### src/rtl/fp_norm_round.sv
// Post-ALU normalizer: shifts the raw mantissa one place per cycle, rounds to
// nearest-even and packs an IEEE-754 single-precision result.
module fp_norm_round #(
  parameter int MANT_W = 27,
  parameter int EXP_W  = 8,
  parameter int FRAC_W = 23
) (
  input  logic                    clk,
  input  logic                    rst_n,
  input  logic                    start,
  input  logic [MANT_W-1:0]       mantissa_in,
  input  logic                    carry_in,
  input  logic                    sign_in,
  input  logic [EXP_W-1:0]        exp_in,
  output logic [EXP_W+FRAC_W:0]   result,
  output logic                    done,
  output logic                    busy,
  output logic                    overflow,
  output logic                    underflow
);

  typedef enum logic [1:0] {
    S_IDLE  = 2'd0,
    S_NORM  = 2'd1,
    S_ROUND = 2'd2
  } state_t;

  state_t      state_q, state_d;
  logic [27:0] m_q, m_d;
  logic [9:0]  e_q, e_d;
  logic        s_q, s_d;
  logic [31:0] result_q, result_d;
  logic        done_q, done_d;
  logic        busy_q, busy_d;
  logic        ovf_q, ovf_d;
  logic        unf_q, unf_d;

  logic        up_s;
  logic [27:0] sum_s;
  logic [27:0] m_r_s;
  logic [9:0]  e_r_s;

  // Packing happens on the final NORM/ROUND cycle, so done rises as busy falls.
  always_comb begin
    state_d  = state_q;
    m_d      = m_q;
    e_d      = e_q;
    s_d      = s_q;
    result_d = result_q;
    done_d   = 1'b0;
    busy_d   = busy_q;
    ovf_d    = ovf_q;
    unf_d    = unf_q;

    up_s  = m_q[2] & (m_q[1] | m_q[0] | m_q[3]);
    sum_s = m_q + {24'd0, up_s, 3'd0};
    if (sum_s[27]) begin
      m_r_s = {1'b0, sum_s[27:1]};
      e_r_s = e_q + 10'd1;
    end else begin
      m_r_s = sum_s;
      e_r_s = e_q;
    end

    case (state_q)
      S_IDLE: begin
        if (start) begin
          m_d     = {carry_in, mantissa_in};
          e_d     = {2'b00, exp_in};
          s_d     = sign_in;
          ovf_d   = 1'b0;
          unf_d   = 1'b0;
          busy_d  = 1'b1;
          state_d = S_NORM;
        end else begin
          state_d = S_IDLE;
        end
      end
      S_NORM: begin
        if (m_q == 28'd0) begin
          result_d = 32'h0000_0000;
          done_d   = 1'b1;
          busy_d   = 1'b0;
          state_d  = S_IDLE;
        end else if (m_q[27]) begin
          m_d     = {1'b0, m_q[27:2], m_q[1] | m_q[0]};
          e_d     = e_q + 10'd1;
          state_d = S_ROUND;
        end else if (m_q[26]) begin
          state_d = S_ROUND;
        end else if (e_q <= 10'd1) begin
          result_d = {s_q, 31'd0};
          unf_d    = 1'b1;
          done_d   = 1'b1;
          busy_d   = 1'b0;
          state_d  = S_IDLE;
        end else begin
          m_d = {m_q[26:0], 1'b0};
          e_d = e_q - 10'd1;
        end
      end
      S_ROUND: begin
        m_d = m_r_s;
        e_d = e_r_s;
        if (e_r_s >= 10'd255) begin
          result_d = {s_q, 8'hFF, 23'd0};
          ovf_d    = 1'b1;
        end else begin
          result_d = {s_q, e_r_s[7:0], m_r_s[25:3]};
        end
        done_d  = 1'b1;
        busy_d  = 1'b0;
        state_d = S_IDLE;
      end
      default: begin
        busy_d  = 1'b0;
        state_d = S_IDLE;
      end
    endcase
  end

  // State and registered outputs; reset aborts any operation in flight.
  always_ff @(posedge clk) begin
    if (!rst_n) begin
      state_q  <= S_IDLE;
      m_q      <= 28'd0;
      e_q      <= 10'd0;
      s_q      <= 1'b0;
      result_q <= 32'd0;
      done_q   <= 1'b0;
      busy_q   <= 1'b0;
      ovf_q    <= 1'b0;
      unf_q    <= 1'b0;
    end else begin
      state_q  <= state_d;
      m_q      <= m_d;
      e_q      <= e_d;
      s_q      <= s_d;
      result_q <= result_d;
      done_q   <= done_d;
      busy_q   <= busy_d;
      ovf_q    <= ovf_d;
      unf_q    <= unf_d;
    end
  end

  assign result    = result_q;
  assign done      = done_q;
  assign busy      = busy_q;
  assign overflow  = ovf_q;
  assign underflow = unf_q;

endmodule
### config.mk
export PLATFORM = sky130hd
export DESIGN_NAME = fp_norm_round
export DESIGN_NICKNAME = d
export VERILOG_FILES = /design/src/rtl/fp_norm_round.sv
export SDC_FILE = /design/constraint.sdc
export NUM_CORES = 1
export LEC_CHECK = 0
export BUFFER_PORTS_ARGS = -buffer_cell sky130_fd_sc_hd__buf_2
export CORE_MARGIN = 2
export CORE_UTILIZATION = 47
export DETAILED_ROUTE_END_ITERATION = 7
export MAX_ROUTING_LAYER = met4
export PLACE_DENSITY_LB_ADDON = 0.3
export REMOVE_ABC_BUFFERS = 1
export SETUP_SLACK_MARGIN = 0.4
export SLEW_MARGIN = 0
export SYNTH_ARGS = -nofsm -noshare
export SYNTH_HDL_FRONTEND = slang
export SYNTH_SLANG_ARGS = --single-unit
### constraint.sdc
create_clock -name clk -period 4.6 [get_ports clk]
set_clock_uncertainty 0.15 [all_clocks]
set_input_delay 0.23 -clock clk [delete_from_list [all_inputs] [get_ports clk]]
set_output_delay 0.23 -clock clk [all_outputs]
set_load 0.02 [all_outputs]
Word-level counts from Yosys, hierarchy flattened
Cells that the tools add are included.
{"block": "word_totals", "regBits": 77, "out_inout_bits": 36, "wordCells": 90}
{"block": "op_classes", "bitwise_logic": 3, "mux": 45, "n_eq_ne": 14, "reduce_logical": 13, "n_addsub": 3, "n_lt_le_gt_ge": 2}
{"op": "32-bit 2-to-1 mux", "n": 4}
{"op": "27-bit 2-to-1 mux", "n": 4}
{"op": "28-bit case mux with 3 select lines", "n": 1}
{"op": "32-bit case mux with 2 select lines", "n": 1}
{"op": "10-bit 2-to-1 mux", "n": 6}
{"op": "28-bit 2-to-1 mux", "n": 2}
{"op": "31-bit 2-to-1 mux", "n": 1}
{"op": "10-bit case mux with 3 select lines", "n": 1}
{"op": "28-bit by 4-bit adder with 28-bit output", "n": 1}
{"op": "28-bit logical NOT", "n": 1}
{"op": "1-bit 2-to-1 mux", "n": 16}
{"op": "3-bit inequality test, second input constant", "n": 5}
{"op": "2-bit inequality test, second input constant", "n": 6}
{"op": "10-bit by 1-bit adder with 10-bit output, second input constant", "n": 1}
{"op": "10-bit by 8-bit >= comparator with 1-bit output, second input constant", "n": 1}
{"op": "10-bit by 1-bit less-or-equal comparator with 1-bit output, second input constant", "n": 1}
{"op": "10-bit by 1-bit subtractor with 10-bit output, second input constant", "n": 1}
{"op": "2-bit 2-to-1 mux", "n": 4}
{"op": "1-bit case mux with 2 select lines", "n": 4}
{"op": "4-bit AND reduction", "n": 2}
{"op": "3-bit AND reduction", "n": 2}
{"op": "6-bit AND reduction", "n": 1}
{"op": "2-bit nonzero test", "n": 3}
{"op": "5-bit inequality test, second input constant", "n": 1}
{"op": "9 further kinds", "n": 10}

Logic depth before layout (Yosys ltp)
{"block": "depth", "word_depth": 8, "depth_mapped": 13, "mapped_depth_nobuf": 9}

Least setup slack after synthesis
OpenSTA, ideal clock, no wires.
{"block": "synth_timing", "kind": "flip-flop to flip-flop", "from": "register m_q[3]", "to": "register result_q[23] (netlist: result[23])", "path_buffers": 4, "t_required_ps": 4333, "stages_incl_launch_ff": 14, "arrival_ps": 2938, "setup_time_ps": 117, "setup_slack_ps": 1395, "path_cell_list": "dfxtp_1 -> clkbuf_2 -> and2_1 -> ha_1 -> and4_1 -> buf_2 -> nand4_4 -> or3_1 -> buf_6 -> a211oi_4 -> mux2i_1 -> buf_4 -> o21ai_0 -> a22o_1"}
{"block": "synth_via", "elab_chain_cells": 7, "word_cells_on_any_way": 13, "cone_classes": "1 x add/sub; 1 x order compare; 3 x eq/ne; 4 x mux; 2 x bitwise; 2 x reduce/logical"}
{"item": "start: declaration", "line": "29", "text": "logic [27:0] m_q, m_d;"}
{"item": "start signal: assignment", "line": "136", "text": "m_q <= m_d;"}
{"item": "1-bit bitwise OR", "line": "55", "text": "up_s = m_q[2] & (m_q[1] | m_q[0] | m_q[3]);"}
{"item": "1-bit bitwise AND", "line": "55"}
{"item": "28-bit by 4-bit adder with 28-bit output", "line": "56", "text": "sum_s = m_q + {24'd0, up_s, 3'd0};"}
{"item": "10-bit 2-to-1 mux", "line": "57", "text": "if (sum_s[27]) begin"}
{"item": "10-bit by 8-bit >= comparator with 1-bit output", "line": "105", "text": "if (e_r_s >= 10'd255) begin"}
{"item": "31-bit 2-to-1 mux", "line": "105"}
{"item": "32-bit case mux with 2 select lines", "line": "65", "text": "case (state_q)"}
{"item": "end signal: assignment", "line": "139", "text": "result_q <= result_d;"}
{"item": "end: declaration", "line": "32", "text": "logic [31:0] result_q, result_d;"}
Several ways; a longest one is shown, not always the timed one.
A chain may end at the register's enable or synchronous reset.

Worst setup path in the final report
{"block": "layout_timing", "from": "register m_q[3]", "to": "register result_q[3] (netlist: result[3])"}
Same word-level chain as after synthesis.

==> impl_metrics.json <==
{
  "cap_viol_max_count": 0,
  "finalPower_mw": 2.08,
  "setup_tns_ns": 0,
  "dp.final_hpwl_mm": 12.5,
  "critical_path.cell_chain": "and2_1, ha_1, and4_1, nand4_4, or3_1, a211oi_4, mux2i_1, buf_4, o311a_1, a22o_1",
  "timing_max_transition_violations_final": 0,
  "grt_util_met3_pct": 6.37,
  "floorplan.die_area_um2": 12600,
  "grt_remaining_overflow": 0,
  "crit_end": "result[3]$_SDFFE_PN0P_",
  "cts_tree": "built",
  "grt_antenna_before_repair": 0,
  "fillers": 1132,
  "final_cell_mix": "sky130_fd_sc_hd__nand2_1, sky130_fd_sc_hd__dfxtp_1, sky130_fd_sc_hd__buf_2",
  "layout_commonest_cell": "sky130_fd_sc_hd__nand2_1",
  "finalCriticalPeriod_ns": 3.83,
  "crit_arrival_ns": 3.98,
  "run_status": "complete, no violations",
  "numClockSinks": 77,
  "cts_resized": 0,
  "min_path_type": "in -> reg",
  "clk_pin_slew_ns": 0.06,
  "criticalPathCategory": "reg -> reg",
  "cts_root_buffer": "sky130_fd_sc_hd__clkbuf_16",
  "async_reset_ff_share_pct": 0,
  "globalRoute.busiestLayer": "met2",
  "ir_drop_worst_case_vdd_v": 0.000228,
  "detail_route.iter0.violations": 453,
  "synth-seq-cells": 77,
  "number_of_nets_in_the_final_layout": 786,
  "cts-htree-levels": 3,
  "crit-reg2reg-launch": "m_q[3]$_SDFFE_PN0P_",
  "timing.hold.ws_ns": 0.0146,
  "post-route-drc-count": 0,
  "detailed_place.area_um2": 5810,
  "layout_cells_sized_above_1_pct": 17.0,
  "ff2ff_path_depth": 10,
  "floorplan.die.width_um": 112,
  "core_area_um2": 11400,
  "io-pin-count": 76,
  "timing.critical_path.from_type": "flop",
  "max_slew.worst_pin.slew_ns": 0.806,
  "power_density_nw_per_um2": 340,
  "ys_dominant_reg_cell": "sky130_fd_sc_hd__dfxtp_1",
  "first_global_vias": 5632,
  "finalCritPeriodShare_pct": 83.3,
  "maximum_number_of_pins_on_one_net_before_global_route_repair": 43,
  "yosys.cell_types.count": 75,
  "globalRouteMet2Util_pct": 47.2,
  "post_synth_inst_count": 714,
  "synthesis.area_per_instance_um2": 7.71,
  "power_leakage_nw": 2.29,
  "setup.reg_to_reg.worst_slack_ns": 0.77,
  "placementRows": 39,
  "worstSkewPairLatency_ns": 0.35,
  "grtUsageMet1_pct": 37.7,
  "antenna_cells_inserted": 0,
  "io_buffers": 75,
  "synthesis.yosys.warnings": 0,
  "timing.rr.end": "result[3]$_SDFFE_PN0P_",
  "die_height_um": 112,
  "crit_path_setup_slack_layout_ns": 0.768,
  "critical_path.max_fanout": 17,
  "grt_setup_unrepaired": "no",
  "synth.yosys.seq_area_share_pct": 28.0,
  "globalplace.congestion": 0.955,
  "cell_area_after_technology_mapping_um2": 5500,
  "synth_enable_flop_cells": 0,
  "crit_path_start": "m_q[3]$_SDFFE_PN0P_",
  "maxClockFrequency_mhz": 261,
  "largest_stage_delay_worst_path_ns": 0.72,
  "drt.antenna.violating_nets": 0,
  "viasPerCell": 6.60,
  "tritoncts.num_buffers": 9,
  "cp_required_ns": 4.75,
  "max-clock-path-buffers": 2,
  "grt_util_all_layers_pct": 29.8,
  "dp_worst_setup_slack_ns": 0.857,
  "number_of_detailed_routing_iterations_run_before_antenna_repair": 5,
  "final_area_um2": 6120,
  "timing.critical_path.to_type": "flop",
  "first_pass_grt_wire_length_mm": 29.3,
  "crit_path_max_delay_cell_type": "sky130_fd_sc_hd__or3_1",
  "endpoints_failing_hold": 0,
  "total_length_of_routed_wires_mm": 18.3,
  "max_slew_margin_pct": 46.3,
  "area.growth.synth_to_final_pct": 11.3,
  "via_count": 5835,
  "start_util_pct": 48.2,
  "detail_route.wl_per_cell_um": 20.7,
  "setup_viol_count_final": 0
}
## how the worst min path moves through the flow
stage                                    endpoint                    start  cells past startpoint  slack [ns]
after floorplan              m_q[15]$_SDFFE_PN0P_                    rst_n                      1        0.20
after global placement    result[18]$_SDFFE_PN0P_  result[18]$_SDFFE_PN0P_                      2        0.28
after detailed placement  result[18]$_SDFFE_PN0P_  result[18]$_SDFFE_PN0P_                      2        0.28
after CTS                    m_q[27]$_SDFFE_PN0P_                 carry_in                      3       0.006
after global routing          e_q[3]$_SDFFE_PN0P_                exp_in[3]                      3        0.04
final                        m_q[27]$_SDFFE_PN0P_                 carry_in                      3        0.01
## synth_stat cells, types with 4 or more instances
| library cell | number | share of area, % |
|---|---|---|
| sky130_fd_sc_hd__nand2_1 | 80 | 5.5 |
| sky130_fd_sc_hd__dfxtp_1 | 77 | 28 |
| sky130_fd_sc_hd__clkbuf_1 | 50 | 3.4 |
| sky130_fd_sc_hd__a21oi_1 | 42 | 3.8 |
| sky130_fd_sc_hd__o21ai_0 | 40 | 3.6 |
| sky130_fd_sc_hd__nor2_1 | 39 | 2.7 |
| sky130_fd_sc_hd__nand3_1 | 24 | 2.2 |
| sky130_fd_sc_hd__nand4_1 | 19 | 2.2 |
| sky130_fd_sc_hd__nor3_1 | 19 | 1.7 |
| sky130_fd_sc_hd__xnor2_1 | 17 | 2.7 |
| sky130_fd_sc_hd__a22o_1 | 16 | 2.5 |
| sky130_fd_sc_hd__nor4_1 | 15 | 1.7 |
| sky130_fd_sc_hd__o31ai_1 | 15 | 2.0 |
| sky130_fd_sc_hd__a32o_1 | 13 | 2.4 |
| sky130_fd_sc_hd__buf_2 | 13 | 1.2 |
| sky130_fd_sc_hd__a221oi_1 | 12 | 1.9 |
| sky130_fd_sc_hd__o211ai_1 | 12 | 1.6 |
| sky130_fd_sc_hd__xor2_1 | 12 | 1.9 |
| sky130_fd_sc_hd__and2_1 | 11 | 1.3 |
| sky130_fd_sc_hd__inv_1 | 11 | 0.75 |
| sky130_fd_sc_hd__or3_1 | 11 | 1.3 |
| sky130_fd_sc_hd__a221o_1 | 10 | 1.8 |
| sky130_fd_sc_hd__and3_1 | 9 | 1.0 |
| sky130_fd_sc_hd__o21a_1 | 9 | 1.2 |
| sky130_fd_sc_hd__o221ai_1 | 9 | 1.4 |
| sky130_fd_sc_hd__a31oi_1 | 8 | 0.91 |
| sky130_fd_sc_hd__buf_4 | 8 | 1.1 |
| sky130_fd_sc_hd__ha_1 | 8 | 1.8 |
| sky130_fd_sc_hd__mux2i_1 | 8 | 1.5 |
| sky130_fd_sc_hd__and4_1 | 7 | 1.1 |
| sky130_fd_sc_hd__a211oi_1 | 6 | 0.82 |
| sky130_fd_sc_hd__a31o_2 | 4 | 0.64 |
| sky130_fd_sc_hd__nand2b_1 | 4 | 0.45 |
## worst max-delay path: cells and delay by family, from the launching register on
| family | cells | cell delay (ns) |
|---|---|---|
| compound gates | 3 | 0.94 |
| fa+ha+maj | 1 | 0.22 |
| buf+inv | 1 | 0.24 |
| flops | 1 | 0.46 |
| mux | 1 | 0.34 |
| simple gates | 4 | 1.42 |
## power breakdown
group	switching [mW]	internal [mW]
Combinational	0.305	0.199
Sequential	0.114	0.715
Clock	0.280	0.470
Total	0.699	1.38
## area by class of cell
type,instances,area (µm²),share of cell area [%]
multi-input cells,544,3540,57.8
flip-flops and latches,77,1540,25.2
repair buffers,93,515,8.42
clock buffers,12,236,3.86
well taps,143,179,2.92
clock inverters,2,60.1,0.981
inverters,13,48.8,0.797
## through the flow
step	util, %	std cells
after global placement	50.9	868
after floorplan	-	634
after detailed placement	50.9	868
after CTS	53.6	884
after global routing	53.6	884
final	53.6	884
## kinds of logic (layout without fill, tap and decap cells)
group,after synthesis,after routing,synth area share [%]
buffers and inverters,93,120,7.66
AND/OR/NAND/NOR,260,260,24.5
AO/OA/AOI/OAI,236,236,31.3
multiplexers,11,11,2.07
flip-flops,77,77,28.0
adder cells (fa/ha/maj),8,8,1.82
XOR/XNOR,29,29,4.62
## sequential cells by signal, indices dropped and copies added, names as in the netlist
register,count
overflow,1
e_q,10
state_q,2
busy,1
s_q,1
m_q,28
done,1
underflow,1
result,32
## metal layers
metal / share of wire, % / up-vias
met3: 7.2 / 41
met5: 0 / -
met4: 2.3 / 0
met1: 43 / 2790
li1: - / 2741
met2: 47 / 263
## timing repair
item / CTS / global route
setup buffers: 0 / 0
endpoints found under the hold margin: 2 / 0
endpoints found under the setup margin: 0 / 0
hold buffers: 2 / 0
Power figures use the tool's default switching activity.
